File: src/rtl/cal_dac_pkg.sv
// Shared types and constants for the comparator threshold DAC driver.
package cal_dac_pkg;

  localparam int unsigned DAC_FRAME_BITS = 16;

  typedef enum logic [2:0] {
    IDLE,
    CS_SETUP,
    SHIFT,
    CS_HOLD,
    LDAC,
    SETTLE
  } dac_state_t;

endpackage

File: src/rtl/spi_half_tick.sv
// SCLK half-period timer: one-cycle tick at the end of every CLK_DIV-cycle half-period.
module spi_half_tick #(
  parameter int unsigned CLK_DIV = 2
) (
  input  logic clk_i,
  input  logic rst_i,
  input  logic restart_i,
  output logic tick_o
);

  localparam int unsigned CW = $clog2(CLK_DIV + 1);
  localparam logic [CW-1:0] RELOAD = CW'(CLK_DIV - 1);
  localparam logic [CW-1:0] ONE    = CW'(1);

  logic [CW-1:0] cnt_q, cnt_d;

  assign tick_o = (cnt_q == '0);

  always_comb begin
    cnt_d = cnt_q - ONE;
    if (restart_i || (cnt_q == '0)) begin
      cnt_d = RELOAD;
    end
  end

  always_ff @(posedge clk_i) begin
    if (rst_i) begin
      cnt_q <= '0;
    end else begin
      cnt_q <= cnt_d;
    end
  end

endmodule

File: src/rtl/dac_threshold_drv.sv
// Threshold write responder: shifts a 16-bit code into a mode-0 SPI DAC, pulses LDAC,
// then waits for the analog level to settle before reporting ready again.
module dac_threshold_drv
  import cal_dac_pkg::*;
#(
  parameter int unsigned CLK_DIV       = 2,
  parameter int unsigned LDAC_CYCLES   = 2,
  parameter int unsigned SETTLE_CYCLES = 16
) (
  input  logic                      clk_i,
  input  logic                      rst_i,
  input  logic [DAC_FRAME_BITS-1:0] threshold_i,
  input  logic                      threshold_wre_i,
  output logic                      threshold_rdy_o,
  output logic [DAC_FRAME_BITS-1:0] dac_value_o,
  output logic                      ovr_o,
  output logic                      dac_cs_n_o,
  output logic                      dac_sclk_o,
  output logic                      dac_din_o,
  output logic                      dac_ldac_n_o
);

  localparam int unsigned SMAX = (SETTLE_CYCLES > LDAC_CYCLES) ? SETTLE_CYCLES : LDAC_CYCLES;
  localparam int unsigned SW   = $clog2(SMAX + 1);
  localparam logic [SW-1:0] LDAC_LOAD   = SW'(LDAC_CYCLES - 1);
  localparam logic [SW-1:0] SETTLE_LOAD = SW'(SETTLE_CYCLES - 1);
  localparam logic [SW-1:0] SONE        = SW'(1);
  localparam logic [4:0]    LAST_BIT    = 5'(DAC_FRAME_BITS - 1);

  dac_state_t                state_q, state_d;
  logic [DAC_FRAME_BITS-1:0] shreg_q, shreg_d;
  logic [DAC_FRAME_BITS-1:0] code_q, code_d;
  logic [DAC_FRAME_BITS-1:0] dac_value_q, dac_value_d;
  logic [4:0]                bit_q, bit_d;
  logic [SW-1:0]             scnt_q, scnt_d;
  logic cs_n_q, cs_n_d, sclk_q, sclk_d, din_q, din_d, ldac_n_q, ldac_n_d, ovr_q, ovr_d;
  logic tick, restart;

  assign restart = (state_d != state_q);

  spi_half_tick #(.CLK_DIV(CLK_DIV)) u_half_tick (
    .clk_i     (clk_i),
    .rst_i     (rst_i),
    .restart_i (restart),
    .tick_o    (tick)
  );

  // Pin outputs are decoded from the next state and registered, so pins never glitch.
  always_comb begin
    state_d     = state_q;
    shreg_d     = shreg_q;
    code_d      = code_q;
    dac_value_d = dac_value_q;
    bit_d       = bit_q;
    scnt_d      = scnt_q;
    cs_n_d      = cs_n_q;
    sclk_d      = sclk_q;
    din_d       = din_q;
    ldac_n_d    = ldac_n_q;
    ovr_d       = ovr_q | (threshold_wre_i && (state_q != IDLE));
    case (state_q)
      IDLE: begin
        if (threshold_wre_i) begin
          code_d  = threshold_i;
          shreg_d = threshold_i;
          din_d   = threshold_i[DAC_FRAME_BITS-1];
          cs_n_d  = 1'b0;
          sclk_d  = 1'b0;
          bit_d   = '0;
          state_d = CS_SETUP;
        end
      end
      CS_SETUP: begin
        if (tick) begin
          sclk_d  = 1'b1;
          state_d = SHIFT;
        end
      end
      SHIFT: begin
        // din advances on the falling edge; the bit index advances on the next rising edge.
        if (tick) begin
          if (sclk_q) begin
            sclk_d = 1'b0;
            if (bit_q != LAST_BIT) begin
              shreg_d = shreg_q << 1;
              din_d   = shreg_d[DAC_FRAME_BITS-1];
            end
          end else if (bit_q == LAST_BIT) begin
            state_d = CS_HOLD;
          end else begin
            bit_d  = bit_q + 5'd1;
            sclk_d = 1'b1;
          end
        end
      end
      CS_HOLD: begin
        if (tick) begin
          cs_n_d      = 1'b1;
          ldac_n_d    = 1'b0;
          dac_value_d = code_q;
          scnt_d      = LDAC_LOAD;
          state_d     = LDAC;
        end
      end
      LDAC: begin
        if (scnt_q == '0) begin
          ldac_n_d = 1'b1;
          scnt_d   = SETTLE_LOAD;
          state_d  = (SETTLE_CYCLES == 0) ? IDLE : SETTLE;
        end else begin
          scnt_d = scnt_q - SONE;
        end
      end
      SETTLE: begin
        if (scnt_q == '0) begin
          state_d = IDLE;
        end else begin
          scnt_d = scnt_q - SONE;
        end
      end
      default: state_d = IDLE;
    endcase
  end

  always_ff @(posedge clk_i) begin
    if (rst_i) begin
      state_q     <= IDLE;
      shreg_q     <= '0;
      code_q      <= '0;
      dac_value_q <= '0;
      bit_q       <= '0;
      scnt_q      <= '0;
      cs_n_q      <= 1'b1;
      sclk_q      <= 1'b0;
      din_q       <= 1'b0;
      ldac_n_q    <= 1'b1;
      ovr_q       <= 1'b0;
    end else begin
      state_q     <= state_d;
      shreg_q     <= shreg_d;
      code_q      <= code_d;
      dac_value_q <= dac_value_d;
      bit_q       <= bit_d;
      scnt_q      <= scnt_d;
      cs_n_q      <= cs_n_d;
      sclk_q      <= sclk_d;
      din_q       <= din_d;
      ldac_n_q    <= ldac_n_d;
      ovr_q       <= ovr_d;
    end
  end

  assign threshold_rdy_o = (state_q == IDLE) & ~threshold_wre_i & ~rst_i;
  assign dac_value_o     = dac_value_q;
  assign ovr_o           = ovr_q;
  assign dac_cs_n_o      = cs_n_q;
  assign dac_sclk_o      = sclk_q;
  assign dac_din_o       = din_q;
  assign dac_ldac_n_o    = ldac_n_q;

endmodule

File: config.mk
export PLATFORM = sky130hd
export DESIGN_NAME = dac_threshold_drv
export DESIGN_NICKNAME = d
export VERILOG_FILES = /design/src/rtl/cal_dac_pkg.sv /design/src/rtl/spi_half_tick.sv /design/src/rtl/dac_threshold_drv.sv
export SDC_FILE = /design/constraint.sdc
export NUM_CORES = 1
export LEC_CHECK = 0
export CORE_UTILIZATION = 40
export DETAILED_ROUTE_END_ITERATION = 10
export DONT_BUFFER_PORTS = 1
export GPL_ROUTABILITY_DRIVEN = 0
export PLACE_DENSITY_LB_ADDON = 0.1
export SYNTH_ARGS = -nofsm -noshare
export SYNTH_HDL_FRONTEND = slang
export SYNTH_SLANG_ARGS = --single-unit
File: constraint.sdc
create_clock -name clk_i -period 2.49 [get_ports clk_i]
set_input_delay 0.3735 -clock clk_i [delete_from_list [all_inputs] [get_ports clk_i]]
set_output_delay 0.3735 -clock clk_i [all_outputs]
set_load 0.02 [all_outputs]
==> summary.md, run 1 <==
| Metric | Value |
|---|---|
| Die width | 86.6 um |
| Clk slew on worst S/H paths | 0.07 ns |
| Share of layout cells above drive strength 1 | 9.06% |
| Num Clock Sinks | 67 |
| Cell family contributing the most delay on the critical path | simple AND/OR/NAND/NOR gates |
| Vias | 2,162 |
| Vias per inst | 5.06 |
| Final worst path period need | 2.05 ns |
| Max stage delay cell, worst path | nor3_1 |
| Maxcap violations | 0 |
| Synth Warn # | 0 |
| Synth async-reset ratio | 0% |
| Antenna Cells | 0 |
| Initial antenna violation count | 0 |
| Fmax | 489 MHz |
| FILL cells | 735 |
| Post-DRT Antenna Nets | 0 |
| Initial drt markers | 89 |
| GRT Total Usage | 17.3% |
| Setup crit start kind | flop |
| PortBufs | 0 |
| Register Area | 0.00134 mm2 |
| Vias in the first global route | 1,885 |
| Worst setup path class | reg -> out |
| Hold crit path type | in -> reg |
| Slew Viols, Final | 0 |
| Final setup vio count | 0 |
| Cell with the most instances after synthesis | nand2_1 |
| Per-cell routed wire length | 14.2 um |
| Crit end category | output pin |
| Rel. slew slack | 57.8% |
| Nets | 350 |
| Drt total wl | 6060 um |
| DP HPWL | 4000 um |
| Multi-input gate area | 0.00137 mm2 |
| Cell count along the critical path | 3 |
| Crit path from | state_q[0]$_SDFF_PP0_ |
| RSZ-0062 raised after global routing | false |
| Worst flop-to-flop path startpoint | bit_q[0]$_SDFFE_PP0P_ |
| Rows | 30 |
| Reg2reg end | bit_q[3]$_SDFFE_PP0P_ |
| Flip-flop and latch count after synthesis | 67 |
| Slowest stage delay, CP | 0.52 ns |
| Crit share post-route | 82.2% |
| Die Ht | 86.6 um |
| CTS tree | yes |
| GRT Residual Overflow | 0 |
| Synth Flop Type | dfxtp_1 |
| Total core area | 0.00687 mm2 |
| WHS | 0.107 ns |
| Final Total Pwr | 2450 uW |
| Post-route setup slack | 0.444 ns |
| First-pass GRT wire length | 9920 um |
| Seq pwr share | 50.1% |
| Switching pwr | 696 uW |
| Yosys cell types | 48 |
| Clk pwr share | 36.8% |
| EDFF count, synth | 0 |
| CTS Hold Buffers Added | 0 |
| Crit path buf inv count | 1 |
| Synth Cell Area | 0.00287 mm2 |
| I/O pin count | 41 |
| Setup Skew | 0.00622 ns |
| Post CTS Setup Buffer Count | 0 |
| Area delta synth->final | 8.43% |
| Crit path to | threshold_rdy_o |
| Avg Inst Size Synth | 8.60 um2 |
| CTS resizes | 0 |
| Post-synthesis sequential area ratio | 46.8% |
| Reg2reg path depth | 7 |
| Most area-consuming cells after synthesis | dfxtp_1, nand2_1, a21oi_1, mux2i_1, a211oi_1 |
| Synth cell count leaders | nand2_1, dfxtp_1, a21oi_1 |
| DRC errors left | 0 |
| CP cell instances | inv_2 -> nand3_1 -> nor3_1 |
| Worst endpoint required time | 2.12 ns |
| Final Hold Vio Count | 0 |
| Die footprint | 0.00751 mm2 |
| P per Cell Area | 790 mW/mm2 |
| Internal Pwr Total | 1760 uW |
| Number of CTS-inserted buffers | 9 |
| Leading area contributor after synthesis | dfxtp_1 |
| DR pass1 iterations | 4 |
| Worst IR Drop VDD | 0.382 mV |
| Setup TNS Final | 0 ns |
| Place WS | 0.503 ns |
| Worst-Margin Slew | 0.629 ns |
| Worst-skew pair later-pin latency | 0.34 ns |
| Layout Cells excl Fill | 427 |
| Logic pwr share | 13.1% |
| Reg-to-reg slack, setup | 0.50 ns |
| Placed Instances | 411 |
| Arr. time, crit path | 1.67 ns |
| Leakage | 0.00110 uW |
| CP Max Fanout | 15 |
| Clk root buf | clkbuf_8 |
| Mapped Nets | 357 |
| Synth top area share | 46.8% |
| Longest Clk Path Bufs | 2 |
| Synthesized netlist cell count | 333 |
| Status | complete, no violations |
| Htree depth | 3 |
| Sw frac | 28.4% |
| Largest net degree at the start of global routing | 67 |
| Initial core utilization | 41.7% |
==> worst min path at each step <==
stage,startpoint,endpoint,depth (start not counted)
after detailed placement,u_half_tick.cnt_q[0]$_SDFF_PP0_,u_half_tick.cnt_q[0]$_SDFF_PP0_,1
after CTS,rst_i,scnt_q[0]$_SDFFE_PP0P_,1
after global routing,rst_i,shreg_q[3]$_SDFFE_PP0P_,1
after global placement,u_half_tick.cnt_q[0]$_SDFF_PP0_,u_half_tick.cnt_q[0]$_SDFF_PP0_,1
final,rst_i,ovr_o$_SDFF_PP0_,1
after floorplan,u_half_tick.cnt_q[0]$_SDFF_PP0_,u_half_tick.cnt_q[0]$_SDFF_PP0_,1
==> flip-flops by register name, summed over array words and instances (netlist names) <==
name               count
scnt_q                 5
dac_din_o              1
dac_sclk_o             1
shreg_q               15
state_q                3
u_half_tick.cnt_q      2
dac_cs_n_o             1
ovr_o                  1
code_q                16
dac_ldac_n_o           1
dac_value_o           16
bit_q                  5
==> worst reg2reg max path, delay by kind of cell (launching register included) <==
family                   cells  cell delay, ns
flip-flops                   1            0.34
adder cells (fa/ha/maj)      2            0.41
AO/OA/AOI/OAI                2            0.34
AND/OR/NAND/NOR              3            0.82
==> area by class of cell <==
cell class / count / area share (%)
clock buffer: 9 / 3.99
clock inverter: 7 / 2.42
inverter: 12 / 1.45
multi-input combinational: 232 / 44.1
sequential: 67 / 43.2
tap: 96 / 3.87
timing repair buffer: 4 / 0.967
==> per-stage QoR <==
stage               util [%]  area [um2]
global route            45.2        3110
finish                  45.2        3110
floorplan                  -        2870
global placement        42.3        2910
detailed placement      42.3        2910
CTS                     45.2        3110
==> per-layer routing <==
metal | track usage [%] | routed length (um) | vias to the layer above
met3 | 7.14 | 344 | 6
met5 | 0 | 0 | -
met4 | 4.09 | 47 | 0
met1 | 25.5 | 3280 | 976
li1 | - | - | 1141
met2 | 23.2 | 2390 | 39
==> logic make-up (layout without fill, tap and decap cells) <==
family | after synthesis | count (layout) | synth area share [%]
multiplexers | 17 | 17 | 6.11
buffers and inverters | 34 | 32 | 5.33
flip-flops | 67 | 67 | 46.8
AND/OR/NAND/NOR | 129 | 129 | 21.2
adder cells (fa/ha/maj) | 5 | 5 | 2.18
XOR/XNOR | 3 | 3 | 0.917
AO/OA/AOI/OAI | 78 | 78 | 17.4
==> power by group through the flow <==
stage	Clock (uW)	Combinational, uW	Sequential [uW]
after global placement	0	318	1250
after floorplan	0	306	1230
after detailed placement	0	322	1250
after global routing	997	365	1240
after CTS	941	323	1230
final	903	322	1230
==> cell usage in the layout, fill, tap and decap left out, types with 3 or more instances in the layout <==
master and n:
buf_4 4, nand2b_1 4, mux2i_1 16, nor3_1 8
nand3_1 4, a31oi_1 3, inv_1 10, ha_1 5
clkbuf_8 9, a21oi_1 40, a211oi_1 17, o21ai_0 4
a22oi_1 3, nor2_1 25, nand2_1 70, dfxtp_1 67
No activity file was read; power rests on OpenSTA's default activity.
==> run 2: changes to the inputs <==
==> constraint.sdc (replaced) <==
create_clock -name clk_i -period 1.7 [get_ports clk_i]
set_input_delay 0.255 -clock clk_i [delete_from_list [all_inputs] [get_ports clk_i]]
set_output_delay 0.255 -clock clk_i [all_outputs]
set_load 0.02 [all_outputs]
==> summary.md, run 2 (same netlist as run 1, synthesis figures left out) <==
| Metric | Value |
|---|---|
| Die width | 86.6 um |
| Drt total wl | 6630 um |
| Worst-skew pair later-pin latency | 0.34 ns |
| Clk slew on worst S/H paths | 0.07 ns |
| Multi-input gate area | 0.00147 mm2 |
| Logic pwr share | 19.3% |
| Leakage | 0.00124 uW |
| Vias per inst | 5.15 |
| Area delta synth->final | 20.7% |
| Longest Clk Path Bufs | 2 |
| Most common cell after layout, fill and taps aside | nand2_1 |
| Placed Instances | 427 |
| Post-DRT Antenna Nets | 0 |
| Die Ht | 86.6 um |
| Worst IR Drop VDD | 0.446 mV |
| Vias in the first global route | 2,074 |
| Status | complete, no violations |
| Number of CTS-inserted buffers | 9 |
| Num Clock Sinks | 67 |
| DP Area | 0.00308 mm2 |
| Initial core utilization | 41.7% |
| Final Cell Area | 0.00346 mm2 |
| Reg2reg end | shreg_q[6]$_SDFFE_PP0P_ |
| Vias | 2,316 |
| Crit share post-route | 98.2% |
| Worst setup path class | reg -> reg |
| Worst endpoint required time | 1.96 ns |
| Setup crit start kind | flop |
| Final worst path period need | 1.67 ns |
| Die footprint | 0.00751 mm2 |
| Final setup vio count | 0 |
| Seq pwr share | 48.5% |
| Rel. slew slack | 71.9% |
| CP Max Fanout | 8 |
| DRC errors left | 0 |
| Worst flop-to-flop path startpoint | bit_q[0]$_SDFFE_PP0P_ |
| Layout Cells excl Fill | 450 |
| Hold path start | rst_i |
| GRT Residual Overflow | 0 |
| Share of layout cells above drive strength 1 | 21.2% |
| RSZ-0062 raised after global routing | true |
| Clk root buf | clkbuf_8 |
| Largest net degree at the start of global routing | 65 |
| Reg-to-reg slack, setup | 0.03 ns |
| Nets | 373 |
| Internal Pwr Total | 2600 uW |
| Sw frac | 29.5% |
| Rows | 30 |
| Antenna Cells | 0 |
| Hold crit path type | in -> reg |
| P per Cell Area | 1070 mW/mm2 |
| Initial antenna violation count | 0 |
| Initial drt markers | 90 |
| Per-cell routed wire length | 14.7 um |
| Fmax | 599 MHz |
| Reg2reg path depth | 8 |
| GRT Total Usage | 18.5% |
| DR pass1 iterations | 4 |
| Min-Delay Path Depth | 2 |
| Switching pwr | 1090 uW |
| Commonest cells after routing, fill and taps aside | nand2_1, dfxtp_1, a21oi_1 |
| CTS tree | yes |
| FILL cells | 689 |
| Crit end category | flop |
| Setup Skew | 0.00731 ns |
| Slew Viols, Final | 0 |
| First-pass GRT wire length | 10,500 um |
| DP HPWL | 4260 um |
| Final Hold Vio Count | 0 |
| Htree depth | 3 |
| Clk pwr share | 32.2% |
| Hold Crit Endpoint | dac_ldac_n_o$_SDFFE_PP1P_ |
| PortBufs | 0 |
| Arr. time, crit path | 1.93 ns |
| Register Area | 0.00135 mm2 |
| Maxcap violations | 0 |
| Total core area | 0.00687 mm2 |
| I/O pin count | 41 |
| Worst-Margin Slew | 0.416 ns |
-- run 2: cell count changes in the layout (fill, tap and decap cells not counted), sizes merged --
cell	change
inv	-1
bufinv	-1
clkinvlp	+1
clkbuf	+3
buf	+21
-- run 2: worst max-delay path by stage --
stage | start | endpoint | slack (ns) | cells past startpoint
after floorplan | bit_q[0]$_SDFFE_PP0P_ | bit_q[3]$_SDFFE_PP0P_ | 0.02 | 7
after global placement | bit_q[0]$_SDFFE_PP0P_ | bit_q[3]$_SDFFE_PP0P_ | 0.02 | 7
after detailed placement | bit_q[0]$_SDFFE_PP0P_ | bit_q[3]$_SDFFE_PP0P_ | -0.03 | 7
after CTS | bit_q[0]$_SDFFE_PP0P_ | shreg_q[4]$_SDFFE_PP0P_ | 0.009 | 8
after global routing | bit_q[1]$_SDFFE_PP0P_ | shreg_q[6]$_SDFFE_PP0P_ | -0.07 | 8
final | bit_q[0]$_SDFFE_PP0P_ | shreg_q[6]$_SDFFE_PP0P_ | 0.03 | 8
-- run 2: power by group through the flow --
stage | clock network [uW] | logic [uW] | registers (uW)
detailed placement | 0 | 567 | 1820
CTS | 1230 | 614 | 1790
global route | 1310 | 783 | 1810
finish | 1190 | 710 | 1790
global placement | 0 | 556 | 1820
floorplan | 0 | 450 | 1800
-- run 2: worst max-delay path: stages (launching register included) --
cell and delay, ns:
dfxtp_2 0.34, ha_4 0.16, and3_4 0.18, ha_4 0.17
nor2b_2 0.12, o211a_4 0.23, clkbuf_16 0.16, nor2_1 0.04
a211oi_1 0.19
-- run 2: metal layers --
layer  part of all wire [%]  track usage (%)  vias to the layer above
li1                       -                -                     1174
met1                     47             25.4                     1079
met2                     44             25.8                       56
met3                    7.9             8.76                        7
met4                   0.86             5.00                        0
met5                      0                0                        -
-- run 2: final cells by class --
| type | count | area share (%) |
|---|---|---|
| Tap cell | 96 | 3.47 |
| Inverter | 12 | 1.30 |
| Multi-Input combinational cell | 232 | 42.6 |
| Timing Repair Buffer | 27 | 8.54 |
| Clock inverter | 6 | 1.16 |
| Sequential cell | 67 | 38.9 |
| Clock buffer | 10 | 3.98 |
-- run 2: through the flow --
step | power, uW | util (%) | setup TNS (ns) | hold WS (ns) | setup WS, ns
after global placement | 2380 | 44.8 | 0 | 0.331 | 0.0235
after detailed placement | 2390 | 44.8 | -0.0369 | 0.335 | -0.0269
after floorplan | 2250 | - | 0 | 0.391 | 0.0195
final | 3690 | 50.3 | 0 | 0.0375 | 0.0304
after CTS | 3630 | 48.4 | 0 | 0.0188 | 0.00870
after global routing | 3900 | 50.3 | -0.284 | 0.0239 | -0.0721
-- run 2: repair_timing --
action | 4_1_cts | 5_1_grt
setup endpoints to repair | 7 | 26
endpoints found under the hold margin | 64 | 0
pin swaps | 0 | 9
gates cloned | 0 | 2
setup buffers | 3 | 1
resized for setup | 3 | 20
hold buffers | 1 | 0
